[src/rtl/cmp_arbiter_pkg.sv]
// Shared constants and FSM encoding for the round-robin comparator arbiter.
package cmp_arbiter_pkg;

  localparam int CMP_W   = 8;
  localparam int COUNT_W = 16;

  typedef enum logic [1:0] {
    IDLE    = 2'd0,
    COMPARE = 2'd1,
    RESP    = 2'd2
  } state_t;

endpackage

[src/rtl/cmp_core.sv]
// Combinational 8-bit magnitude compare using a + ~b + cin; carry-out set means a >= b.
module cmp_core
  import cmp_arbiter_pkg::*;
(
  input  logic [CMP_W-1:0] a,
  input  logic [CMP_W-1:0] b,
  input  logic             cin,
  output logic             leq,
  output logic             zero
);

  logic [CMP_W:0] sum;

  assign sum  = {1'b0, a} + {1'b0, ~b} + {{CMP_W{1'b0}}, cin};
  assign zero = (a == b);
  assign leq  = ~sum[CMP_W] | zero;

endmodule

[src/rtl/cmp_arbiter.sv]
// Round-robin arbiter sharing one comparator core among N_REQ requesters.
// Optional completed-compare counter output enabled by CMP_ARBITER_COUNT_EN.
module cmp_arbiter
  import cmp_arbiter_pkg::*;
#(
  parameter int N_REQ  = 4,
  parameter int DATA_W = 8
) (
  input  logic                    clk,
  input  logic                    rst,
  input  logic [N_REQ-1:0]        req,
  input  logic [N_REQ*DATA_W-1:0] a_flat,
  input  logic [N_REQ*DATA_W-1:0] b_flat,
  output logic [N_REQ-1:0]        grant,
  output logic [N_REQ-1:0]        done,
  output logic                    leq,
  output logic                    zero,
  output logic                    busy
`ifdef CMP_ARBITER_COUNT_EN
  ,
  output logic [COUNT_W-1:0]      cmp_count
`endif
);

  localparam int IDX_W = (N_REQ > 1) ? $clog2(N_REQ) : 1;
  localparam logic [IDX_W:0] N_IDX = (IDX_W+1)'(N_REQ);

  state_t              state_reg;
  logic [N_REQ-1:0]    grant_reg;
  logic [N_REQ-1:0]    done_reg;
  logic                leq_reg;
  logic                zero_reg;
  logic                busy_reg;
  logic [IDX_W-1:0]    rr_ptr_reg;
  logic [IDX_W-1:0]    gidx_reg;
  logic [DATA_W-1:0]   op_a_reg;
  logic [DATA_W-1:0]   op_b_reg;

  logic [DATA_W-1:0]   a_lane [N_REQ];
  logic [DATA_W-1:0]   b_lane [N_REQ];

  genvar gi;
  generate
    for (gi = 0; gi < N_REQ; gi++) begin : g_lane
      assign a_lane[gi] = a_flat[gi*DATA_W +: DATA_W];
      assign b_lane[gi] = b_flat[gi*DATA_W +: DATA_W];
    end
  endgenerate

  // Rotate requests so bit 0 is the current top-priority requester.
  logic [2*N_REQ-1:0] req_rot;
  logic               pick_valid;
  logic [IDX_W-1:0]   pick_idx;
  logic [IDX_W:0]     pick_sum;
  logic [N_REQ-1:0]   pick_onehot;
  logic [IDX_W:0]     rr_sum;
  logic [IDX_W-1:0]   rr_next;

  assign req_rot = {req, req} >> rr_ptr_reg;

  always_comb begin
    pick_valid = 1'b0;
    pick_idx   = '0;
    pick_sum   = '0;
    for (int k = N_REQ - 1; k >= 0; k--) begin
      if (req_rot[k]) begin
        pick_valid = 1'b1;
        pick_sum   = {1'b0, rr_ptr_reg} + (IDX_W+1)'(k);
        if (pick_sum >= N_IDX) begin
          pick_sum = pick_sum - N_IDX;
        end
        pick_idx = pick_sum[IDX_W-1:0];
      end
    end
  end

  assign pick_onehot = N_REQ'(1) << pick_idx;

  always_comb begin
    rr_sum = {1'b0, gidx_reg} + (IDX_W+1)'(1);
    if (rr_sum >= N_IDX) begin
      rr_sum = '0;
    end
    rr_next = rr_sum[IDX_W-1:0];
  end

  logic core_leq;
  logic core_zero;

  cmp_core u_core (
    .a    (op_a_reg),
    .b    (op_b_reg),
    .cin  (1'b1),
    .leq  (core_leq),
    .zero (core_zero)
  );

`ifdef CMP_ARBITER_COUNT_EN
  logic [COUNT_W-1:0] count_reg;
`endif

  always_ff @(posedge clk) begin
    if (rst) begin
      state_reg  <= IDLE;
      grant_reg  <= '0;
      done_reg   <= '0;
      leq_reg    <= 1'b0;
      zero_reg   <= 1'b0;
      busy_reg   <= 1'b0;
      rr_ptr_reg <= '0;
      gidx_reg   <= '0;
      op_a_reg   <= '0;
      op_b_reg   <= '0;
`ifdef CMP_ARBITER_COUNT_EN
      count_reg  <= '0;
`endif
    end else begin
      case (state_reg)
        IDLE: begin
          if (pick_valid) begin
            gidx_reg  <= pick_idx;
            op_a_reg  <= a_lane[pick_idx];
            op_b_reg  <= b_lane[pick_idx];
            grant_reg <= pick_onehot;
            busy_reg  <= 1'b1;
            state_reg <= COMPARE;
          end
        end
        COMPARE: begin
          leq_reg   <= core_leq;
          zero_reg  <= core_zero;
          done_reg  <= grant_reg;
          state_reg <= RESP;
`ifdef CMP_ARBITER_COUNT_EN
          if (count_reg != '1) begin
            count_reg <= count_reg + 1'b1;
          end
`endif
        end
        RESP: begin
          done_reg   <= '0;
          grant_reg  <= '0;
          rr_ptr_reg <= rr_next;
          busy_reg   <= 1'b0;
          state_reg  <= IDLE;
        end
        default: begin
          state_reg <= IDLE;
        end
      endcase
    end
  end

  assign grant = grant_reg;
  assign done  = done_reg;
  assign leq   = leq_reg;
  assign zero  = zero_reg;
  assign busy  = busy_reg;
`ifdef CMP_ARBITER_COUNT_EN
  assign cmp_count = count_reg;
`endif

endmodule

[config.mk]
export PLATFORM = sky130hd
export DESIGN_NAME = cmp_arbiter
export DESIGN_NICKNAME = d
export VERILOG_FILES = /design/src/rtl/cmp_arbiter_pkg.sv /design/src/rtl/cmp_core.sv /design/src/rtl/cmp_arbiter.sv
export SDC_FILE = /design/constraint.sdc
export NUM_CORES = 1
export LEC_CHECK = 0
export ABC_AREA = 1
export ABC_CLOCK_PERIOD_IN_PS = 4350
export CAP_MARGIN = 40
export CELL_PAD_IN_SITES_DETAIL_PLACEMENT = 1
export CELL_PAD_IN_SITES_GLOBAL_PLACEMENT = 1
export CORE_ASPECT_RATIO = 0.9
export CORE_MARGIN = 10
export CORE_UTILIZATION = 32
export DETAILED_ROUTE_END_ITERATION = 7
export GPL_TIMING_DRIVEN = 1
export PLACE_DENSITY_LB_ADDON = 0.1
export SLEW_MARGIN = 20
export SYNTH_ARGS = -nofsm -noshare
export SYNTH_HDL_FRONTEND = slang
export SYNTH_SLANG_ARGS = --single-unit
[constraint.sdc]
create_clock -name clk -period 4.35 [get_ports clk]
set_input_delay 0.435 -clock clk [delete_from_list [all_inputs] [get_ports clk]]
set_output_delay 0.435 -clock clk [all_outputs]
set_load 0.01 [all_outputs]
==> results.toml, run 1 <==
[finish]
final_area_mm2 = 0.00342
layout_common_cells = "nand2_1 (86), clkdlybuf4s50_1 (80), nand3_1 (71), inv_1 (55), nor2_1 (37)"
fillCellCount = 982
final_common_cell = "nand2_1"
drive_gt1_share_pct = 7.83
fin_nets = 543
multi_input_area_mm2 = 0.00149
area_growth_pct = 35.1
diodes = 0
seq_area_um2 = 661
stdcell_count = 556

[drt]
drt-total-wl_um = 7700
first_pass_iters = 4
ant_nets = 0
dr_total_vias = 2639
drtIter0Drc = 131
wl_per_cell_um = 13.8
drc_errors = 0
detail_route.vias_per_cell = 4.75

[setup_path]
cp.required_ns = 4.53
r2r_setup_slack_ns = 1.89
r2r_cells = 11
setup.worst_path.end = "op_b_reg[0]$_SDFFE_PP0P_"
worstReg2RegStart = "rr_ptr_reg[0]$_SDFFE_PP0P_"
cp.arrival_ns = 2.64
cp-end-kind = "register"
crit_start = "rr_ptr_reg[0]$_SDFFE_PP0P_"
startpoint_type = "register"
reg2reg_to = "op_b_reg[0]$_SDFFE_PP0P_"
cp_max_fo = 35
path_class = "register to register"

[sta]
slew_headroom_pct = 45.6
worst_pin_slew_ns = 0.812
timing.setup.tns_ns = 0
timing.fmax_mhz = 406
fin_ws_ns = 1.89
slew_violations = 0
fin_worst_skew_ns = 0.00812
rsz0062_at_grt = "false"
finalHoldViolations = 0
final.period_utilization_pct = 56.6
fin_crit_ns = 2.46
setup_viol = 0

[synthesis]
syn_avg_cell_area_um2 = 6.50
synth_area_mm2 = 0.00253
netlist.top_cell.by_area = "dfxtp_1"
synth_top_cell_area_share_pct = 26.1
synth_compound_area_share_pct = 9.55
synthAdderAreaFrac_pct = 6.92
yosys-mux-area-fraction_pct = 0
synth-xor-area-share_pct = 0
synth_nets = 473
ys_seq_area_share_pct = 26.1
netlist_top_cells_area = "dfxtp_1 (26%), nand3_1 (14%), nand2_1 (13%)"
synthSimpleGateAreaFrac_pct = 42.5
synth_top_family_by_area = "simple AND/OR/NAND/NOR gates"
netlist_instances = 389
synth_warnings = 0
netlist-cell-type-count = 31
ys_ff_latch = 33

[power_and_ir_drop]
total_power_uw = 1200
ir_drop_mv = 0.119
power.density_mw_per_mm2 = 350
leakage_uw = 0.00163

[clock_tree]
cts_buffers = 5
cts_setup_buffers = 0
htree_num_levels = 2
ctsHoldBuffers = 0
cts_sinks = 33
clk_path_buf_depth = 2
cts_root_buf = "clkbuf_8"
clk_latency_ns = 0.28
clkTransAtPathRegs_ns = 0.07
cts-resized-gates = 0
cts_tree = "yes"

[placement]
placed_cells = 548
dp_hpwl_um = 6270
finalWeightedCongestion = 0.747
dpl-instance-area_mm2 = 0.00332
dp_slack_ns = 1.60
port_buffers = 80

[floorplanning]
die_area_mm2 = 0.0119
coreArea_mm2 = 0.00762
design.portCount = 81
die_x_um = 114
initial_utilization_pct = 33.2
die_height_um = 104
row_count = 30

[grt]
grt_pass1_vias = 2844
overflow = 0
grt_pass1_wl_um = 13200
antenna_found_initial = 0
track_usage_pct = 12.9
grt_max_degree = 40

[hold_path]
min_path_type = "register to register"

[flow_run]
max-cap-violations = 0

[run_status]
run_status = "completed"
-- Yosys cell counts --
master	number
a21oi_1	17
a31oi_1	1
and3_1	1
buf_12	1
buf_2	4
buf_4	3
buf_6	6
clkbuf_1	4
clkinv_1	1
dfxtp_1	33
ha_1	14
inv_1	55
inv_2	2
inv_4	1
inv_6	1
nand2_1	86
nand2_2	5
nand2_4	4
nand3_1	71
nand3_2	7
nand3_4	2
nand4_1	3
nor2_1	38
nor2_4	2
nor2_8	1
nor3_1	1
o2111ai_1	1
o211a_1	1
o211ai_1	2
o21ai_0	20
o21ai_4	1
-- through the flow --
| step | util (%) | hold slack (ns) |
|---|---|---|
| floorplan | - | 0.468 |
| finish | 44.8 | 0.467 |
| global route | 44.8 | 0.494 |
| global placement | 43.5 | 0.454 |
| detailed placement | 43.5 | 0.460 |
| CTS | 44.8 | 0.470 |
-- cell families after synthesis --
logic type / Yosys count
flops: 33
fa+ha+maj: 14
compound gates: 43
buf+inv: 78
simple gates: 221
-- where the power goes --
group | switching, uW | internal, uW | leakage (uW)
clock | 114 | 143 | 0.0000542
sequential | 33.5 | 353 | 0.000272
combinational | 325 | 226 | 0.00131
total | 473 | 722 | 0.00163
-- layer usage --
layer / track usage (%) / part of all wire (%) / vias to the layer above
li1: - / - / 1385
met1: 14.1 / 42 / 1188
met2: 23.3 / 50 / 62
met3: 4.67 / 7.5 / 4
met4: 2.17 / 0.55 / 0
met5: 0 / 0 / -
-- worst max-delay path, cell delays in order, from the launching register on --
cell,delay [ns]
dfxtp_1,0.64
nand2_1,0.19
nand2_1,0.11
nor2_1,0.06
nor2_1,0.17
nand3_4,0.24
nand2_4,0.39
inv_4,0.17
nand3_1,0.11
nand2_1,0.06
nor2_1,0.14
nor2_1,0.05
-- how the worst min path moves through the flow --
stage | endpoint | slack [ns] | cells after the start | from
floorplan | gidx_reg[1]$_SDFFE_PP0P_ | 0.47 | 2 | gidx_reg[1]$_SDFFE_PP0P_
global placement | zero$_SDFFE_PP0N_ | 0.45 | 2 | zero$_SDFFE_PP0N_
detailed placement | done[1]$_SDFFE_PP0P_ | 0.46 | 2 | done[1]$_SDFFE_PP0P_
CTS | done[1]$_SDFFE_PP0P_ | 0.47 | 2 | done[1]$_SDFFE_PP0P_
global route | done[3]$_SDFFE_PP0P_ | 0.49 | 2 | done[3]$_SDFFE_PP0P_
finish | done[1]$_SDFFE_PP0P_ | 0.47 | 2 | done[1]$_SDFFE_PP0P_
-- area by class of cell --
cell class / count / share of cell area (%)
clock buffer: 7 / 2.82
clock inverter: 1 / 0.146
inverter: 60 / 6.81
multi-input combinational: 278 / 43.7
sequential: 33 / 19.3
tap: 96 / 3.52
timing repair buffer: 81 / 23.7
No activity file was read; power rests on OpenSTA's default activity.
==> run 2: changes to the inputs <==
--- a/config.mk
+++ b/config.mk
@@ -6,7 +6,7 @@
 export NUM_CORES = 1
 export LEC_CHECK = 0
 export ABC_AREA = 1
-export ABC_CLOCK_PERIOD_IN_PS = 4350
+export ABC_CLOCK_PERIOD_IN_PS = 2600
 export CAP_MARGIN = 40
 export CELL_PAD_IN_SITES_DETAIL_PLACEMENT = 1
 export CELL_PAD_IN_SITES_GLOBAL_PLACEMENT = 1
==> constraint.sdc (replaced) <==
create_clock -name clk -period 2.6 [get_ports clk]
set_input_delay 0.26 -clock clk [delete_from_list [all_inputs] [get_ports clk]]
set_output_delay 0.26 -clock clk [all_outputs]
set_load 0.01 [all_outputs]
==> results.toml, run 2 (synthesized netlist as in run 1, its figures left out) <==
[run_status]
run_status = "completed"

[floorplanning]
die_x_um = 114
die_height_um = 104
initial_utilization_pct = 33.2
coreArea_mm2 = 0.00762
die_area_mm2 = 0.0119
row_count = 30
design.portCount = 81

[power_and_ir_drop]
power.density_mw_per_mm2 = 571
leakage_uw = 0.00165
ir_drop_mv = 0.190

[clock_tree]
cts_tree = "yes"
clk_latency_ns = 0.28
cts_buffers = 5
clk_path_buf_depth = 2
clkTransAtPathRegs_ns = 0.07
cts_setup_buffers = 0
cts-resized-gates = 0
cts_root_buf = "clkbuf_8"
cts_sinks = 33
ctsHoldBuffers = 0
htree_num_levels = 2

[sta]
timing.setup.tns_ns = 0
rsz0062_at_grt = "false"
timing.fmax_mhz = 463
setup_viol = 0
finalHoldViolations = 0
fin_ws_ns = 0.440
worst_pin_slew_ns = 0.605
fin_crit_ns = 2.16
slew_headroom_pct = 59.2
fin_worst_skew_ns = 0.00142
slew_violations = 0
final.period_utilization_pct = 83.1

[finish]
drive_gt1_share_pct = 8.17
final_common_cell = "nand2_1"
area_growth_pct = 36.2
final_area_mm2 = 0.00345
diodes = 0
layout_common_cells = "nand2_1 (86), clkdlybuf4s50_1 (80), nand3_1 (71), inv_1 (55), nor2_1 (37)"
fillCellCount = 1014
seq_area_um2 = 661
multi_input_area_mm2 = 0.00149
fin_nets = 548

[drt]
drt-total-wl_um = 7520
wl_per_cell_um = 13.4
drc_errors = 0
ant_nets = 0
dr_total_vias = 2656
detail_route.vias_per_cell = 4.73
first_pass_iters = 5
drtIter0Drc = 87

[placement]
dpl-instance-area_mm2 = 0.00337
dp_hpwl_um = 6140
dp_slack_ns = 0.301
port_buffers = 80
finalWeightedCongestion = 0.776

[grt]
overflow = 0
antenna_found_initial = 0
grt_pass1_vias = 2791
grt_max_degree = 39
track_usage_pct = 12.9
grt_pass1_wl_um = 13000

[flow_run]
max-cap-violations = 0

[hold_path]
min_path_type = "register to register"

[setup_path]
cp.required_ns = 2.78
slowest_stage = "dfxtp_1"
worstPathCellList = "nand2_1, nand2_1, nor2_1, nor2_1, nand3_4, nand2_4, buf_4, nand2_1, nand3_2, nand2_1, nor2_1, nor2_1"
cp.arrival_ns = 2.34
startpoint_type = "register"
cp_max_fo = 28
path_buf_inv = 1
cpPeakStageDelay_ns = 0.64
cp-end-kind = "register"
r2r_setup_slack_ns = 0.44
path_class = "register to register"
path_delay_family = "simple AND/OR/NAND/NOR gates"
-- run 2: changes by cell type in the layout (fill, tap and decap cells not counted), sizes merged --
| cell | change |
|---|---|
| buf | +5 |
| clkbuf | +1 |
| clkinv | -1 |
-- run 2: routing by layer --
layer  track usage [%]  part of all wire, %  routed length, um
met5                 0                    0                  0
met4              3.99                  1.3                 98
met3              4.73                  7.9                598
met2              21.5                   47               3550
met1              14.7                   44               3280
-- run 2: area by class of cell --
cell class | count | area share (%)
multi-input cells | 278 | 43.4
repair buffers | 86 | 24.9
flip-flops and latches | 33 | 19.2
inverters | 60 | 6.75
well taps | 96 | 3.49
clock buffers | 8 | 2.32
-- run 2: worst reg2reg max path: cells and delay by family (launching register included) --
family                 cells  cell delay [ns]
buffers and inverters      1             0.23
DFF                        1             0.64
and+or+nand+nor           11             1.19
-- run 2: worst paths after layout --
| kind | start | end | cells past startpoint |
|---|---|---|---|
| worst max-delay path | rr_ptr_reg[0]$_SDFFE_PP0P_ | op_a_reg[5]$_SDFFE_PP0P_ | 12 |
| worst min-delay path | zero$_SDFFE_PP0N_ | zero$_SDFFE_PP0N_ | 2 |
| worst min register to register | zero$_SDFFE_PP0N_ | zero$_SDFFE_PP0N_ | 2 |
| worst max register to register | rr_ptr_reg[0]$_SDFFE_PP0P_ | op_a_reg[5]$_SDFFE_PP0P_ | 12 |
-- run 2: metrics by stage --
stage | utilization [%] | power, uW | instances | hold slack, ns
after floorplan | - | 1350 | 389 | 0.329
after CTS | 45.2 | 2000 | 561 | 0.469
after global placement | 44.2 | 1600 | 553 | 0.449
after detailed placement | 44.2 | 1630 | 553 | 0.458
after global routing | 45.2 | 2170 | 561 | 0.491
final | 45.2 | 1970 | 561 | 0.463
-- run 2: power by group --
| group | internal (uW) | leakage (uW) | switching (uW) |
|---|---|---|---|
| Sequential | 591 | 0.000272 | 55.3 |
| Clock | 190 | 0.0000395 | 183 |
| Combinational | 402 | 0.00133 | 546 |
| Total | 1180 | 0.00165 | 785 |
==> run 3: changes to the inputs <==
--- a/config.mk
+++ b/config.mk
@@ -6,7 +6,7 @@
 export NUM_CORES = 1
 export LEC_CHECK = 0
 export ABC_AREA = 1
-export ABC_CLOCK_PERIOD_IN_PS = 2600
+export ABC_CLOCK_PERIOD_IN_PS = 2200
 export CAP_MARGIN = 40
 export CELL_PAD_IN_SITES_DETAIL_PLACEMENT = 1
 export CELL_PAD_IN_SITES_GLOBAL_PLACEMENT = 1
==> constraint.sdc (replaced) <==
create_clock -name clk -period 2.2 [get_ports clk]
set_input_delay 0.22 -clock clk [delete_from_list [all_inputs] [get_ports clk]]
set_output_delay 0.22 -clock clk [all_outputs]
set_load 0.01 [all_outputs]
==> results.toml, run 3 (synthesized netlist as in run 1, its figures left out) <==
[setup_path]
cp.required_ns = 2.37
cp-end-kind = "register"
crit_start = "req[3]"
worstReg2RegStart = "rr_ptr_reg[1]$_SDFFE_PP0P_"
cp_max_fo = 15
path_class = "primary input to register"
cp.arrival_ns = 2.02
startpoint_type = "primary input"

[finish]
seq_area_um2 = 662
stdcell_count = 563
fin_nets = 550
drive_gt1_share_pct = 9.42
final_common_cell = "nand2_1"
multi_input_area_mm2 = 0.00149
layout_common_cells = "nand2_1 (86), clkdlybuf4s50_1 (80), nand3_1 (71), inv_1 (55), nor2_1 (37)"
diodes = 0
area_growth_pct = 38.7
fillCellCount = 1019

[sta]
final.period_utilization_pct = 84.0
fin_crit_ns = 1.85
timing.fmax_mhz = 541
slew_headroom_pct = 61.1
timing.setup.tns_ns = 0
fin_worst_skew_ns = 0.00619
finalHoldViolations = 0
setup_viol = 0
worst_pin_slew_ns = 0.578
rsz0062_at_grt = "false"
slew_violations = 0

[drt]
wl_per_cell_um = 13.8
wl_met1_um = 3560
drt-total-wl_um = 7750
first_pass_iters = 4
wl_met2_um = 3660
drtIter0Drc = 84
ant_nets = 0
detail_route.vias_per_cell = 4.76
topRoutingLayerUsed = "met4"
met3_length_um = 466
drc_errors = 0
dr_total_vias = 2678

[power_and_ir_drop]
p_comb_share_pct = 48.0
ir_drop_mv = 0.250
swShare_pct = 39.0
p_seq_share_pct = 31.3
p_clk_share_pct = 20.7
total_power_uw = 2440
switchingPower_uw = 951
leakage_uw = 0.00168
p_int_uw = 1490
power.density_mw_per_mm2 = 695

[floorplanning]
coreArea_mm2 = 0.00762
initial_utilization_pct = 33.2
row_count = 30
die_area_mm2 = 0.0119
die_x_um = 114
die_height_um = 104
design.portCount = 81

[flow_run]
max-cap-violations = 0

[placement]
finalWeightedCongestion = 0.756
dp_hpwl_um = 6340
placed_cells = 555
port_buffers = 80

[clock_tree]
clk_latency_ns = 0.29
htree_num_levels = 2
cts_sinks = 33
clk_path_buf_depth = 2
cts_root_buf = "clkbuf_8"
ctsHoldBuffers = 0
cts_buffers = 5
clkTransAtPathRegs_ns = 0.07
cts_tree = "yes"

[grt]
grt_pass1_vias = 2827
overflow = 0
antenna_found_initial = 0
grt_pass1_wl_um = 13500
track_usage_pct = 13.4
grt_max_degree = 40

[hold_path]
min_path_type = "register to register"
hold_start = "done[3]$_SDFFE_PP0P_"

[run_status]
run_status = "completed"
-- run 3: power by group through the flow --
| stage | Clock [uW] | Sequential (uW) | Combinational, uW |
|---|---|---|---|
| floorplan | 0 | 764 | 828 |
| detailed placement | 0 | 776 | 1190 |
| CTS | 523 | 765 | 1200 |
| global route | 548 | 779 | 1350 |
| global placement | 0 | 776 | 1150 |
| finish | 505 | 763 | 1170 |
-- run 3: layer usage --
metal / GRT usage [%] / up-vias
met5: 0 / -
met4: 2.45 / 0
met3: 4.61 / 4
met2: 22.3 / 56
met1: 16.1 / 1221
li1: - / 1397
-- run 3: worst max-delay path: stages --
cell             delay, ns
clkdlybuf4s50_1       0.53
inv_1                 0.07
nand2_2               0.09
nand3_1               0.11
nand2_1               0.09
nand2_2               0.08
nand2_2               0.08
nand2_4               0.05
nand2_4               0.12
buf_4                 0.21
nand2_1               0.09
nand3_2               0.06
nand2_1               0.06
nor2_1                0.09
nor2_1                0.05
-- run 3: cell type report --
class | count | area share [%]
Multi-Input combinational cell | 278 | 42.6
Clock inverter | 1 | 0.143
Inverter | 60 | 6.63
Tap cell | 96 | 3.42
Timing Repair Buffer | 88 | 25.6
Sequential cell | 33 | 18.9
Clock buffer | 7 | 2.75
-- run 3: per-stage QoR --
step / worst slack [ns] / utilization (%) / hold slack, ns / instance area (um^2)
final: 0.351 / 46.0 / 0.467 / 3510
after global routing: 0.125 / 46.0 / 0.499 / 3510
after CTS: 0.204 / 46.0 / 0.474 / 3510
after detailed placement: 0.0294 / 44.7 / 0.462 / 3410
after global placement: 0.123 / 44.7 / 0.454 / 3410
after floorplan: 0.602 / - / 0.289 / 2530
-- run 3: path summary, 6_finish.rpt --
| check | cells after the start | end | slack (ns) |
|---|---|---|---|
| min reg2reg | 2 | done[3]$_SDFFE_PP0P_ | 0.47 |
| max reg2reg | 12 | op_a_reg[5]$_SDFFE_PP0P_ | 0.37 |
| min | 2 | done[3]$_SDFFE_PP0P_ | 0.47 |
| max | 15 | op_a_reg[5]$_SDFFE_PP0P_ | 0.35 |
-- run 3: what timing repair did --
action,4_1_cts,5_1_grt
setup buffers,0,0
gates resized for setup,0,1
endpoints found under the setup margin,0,4
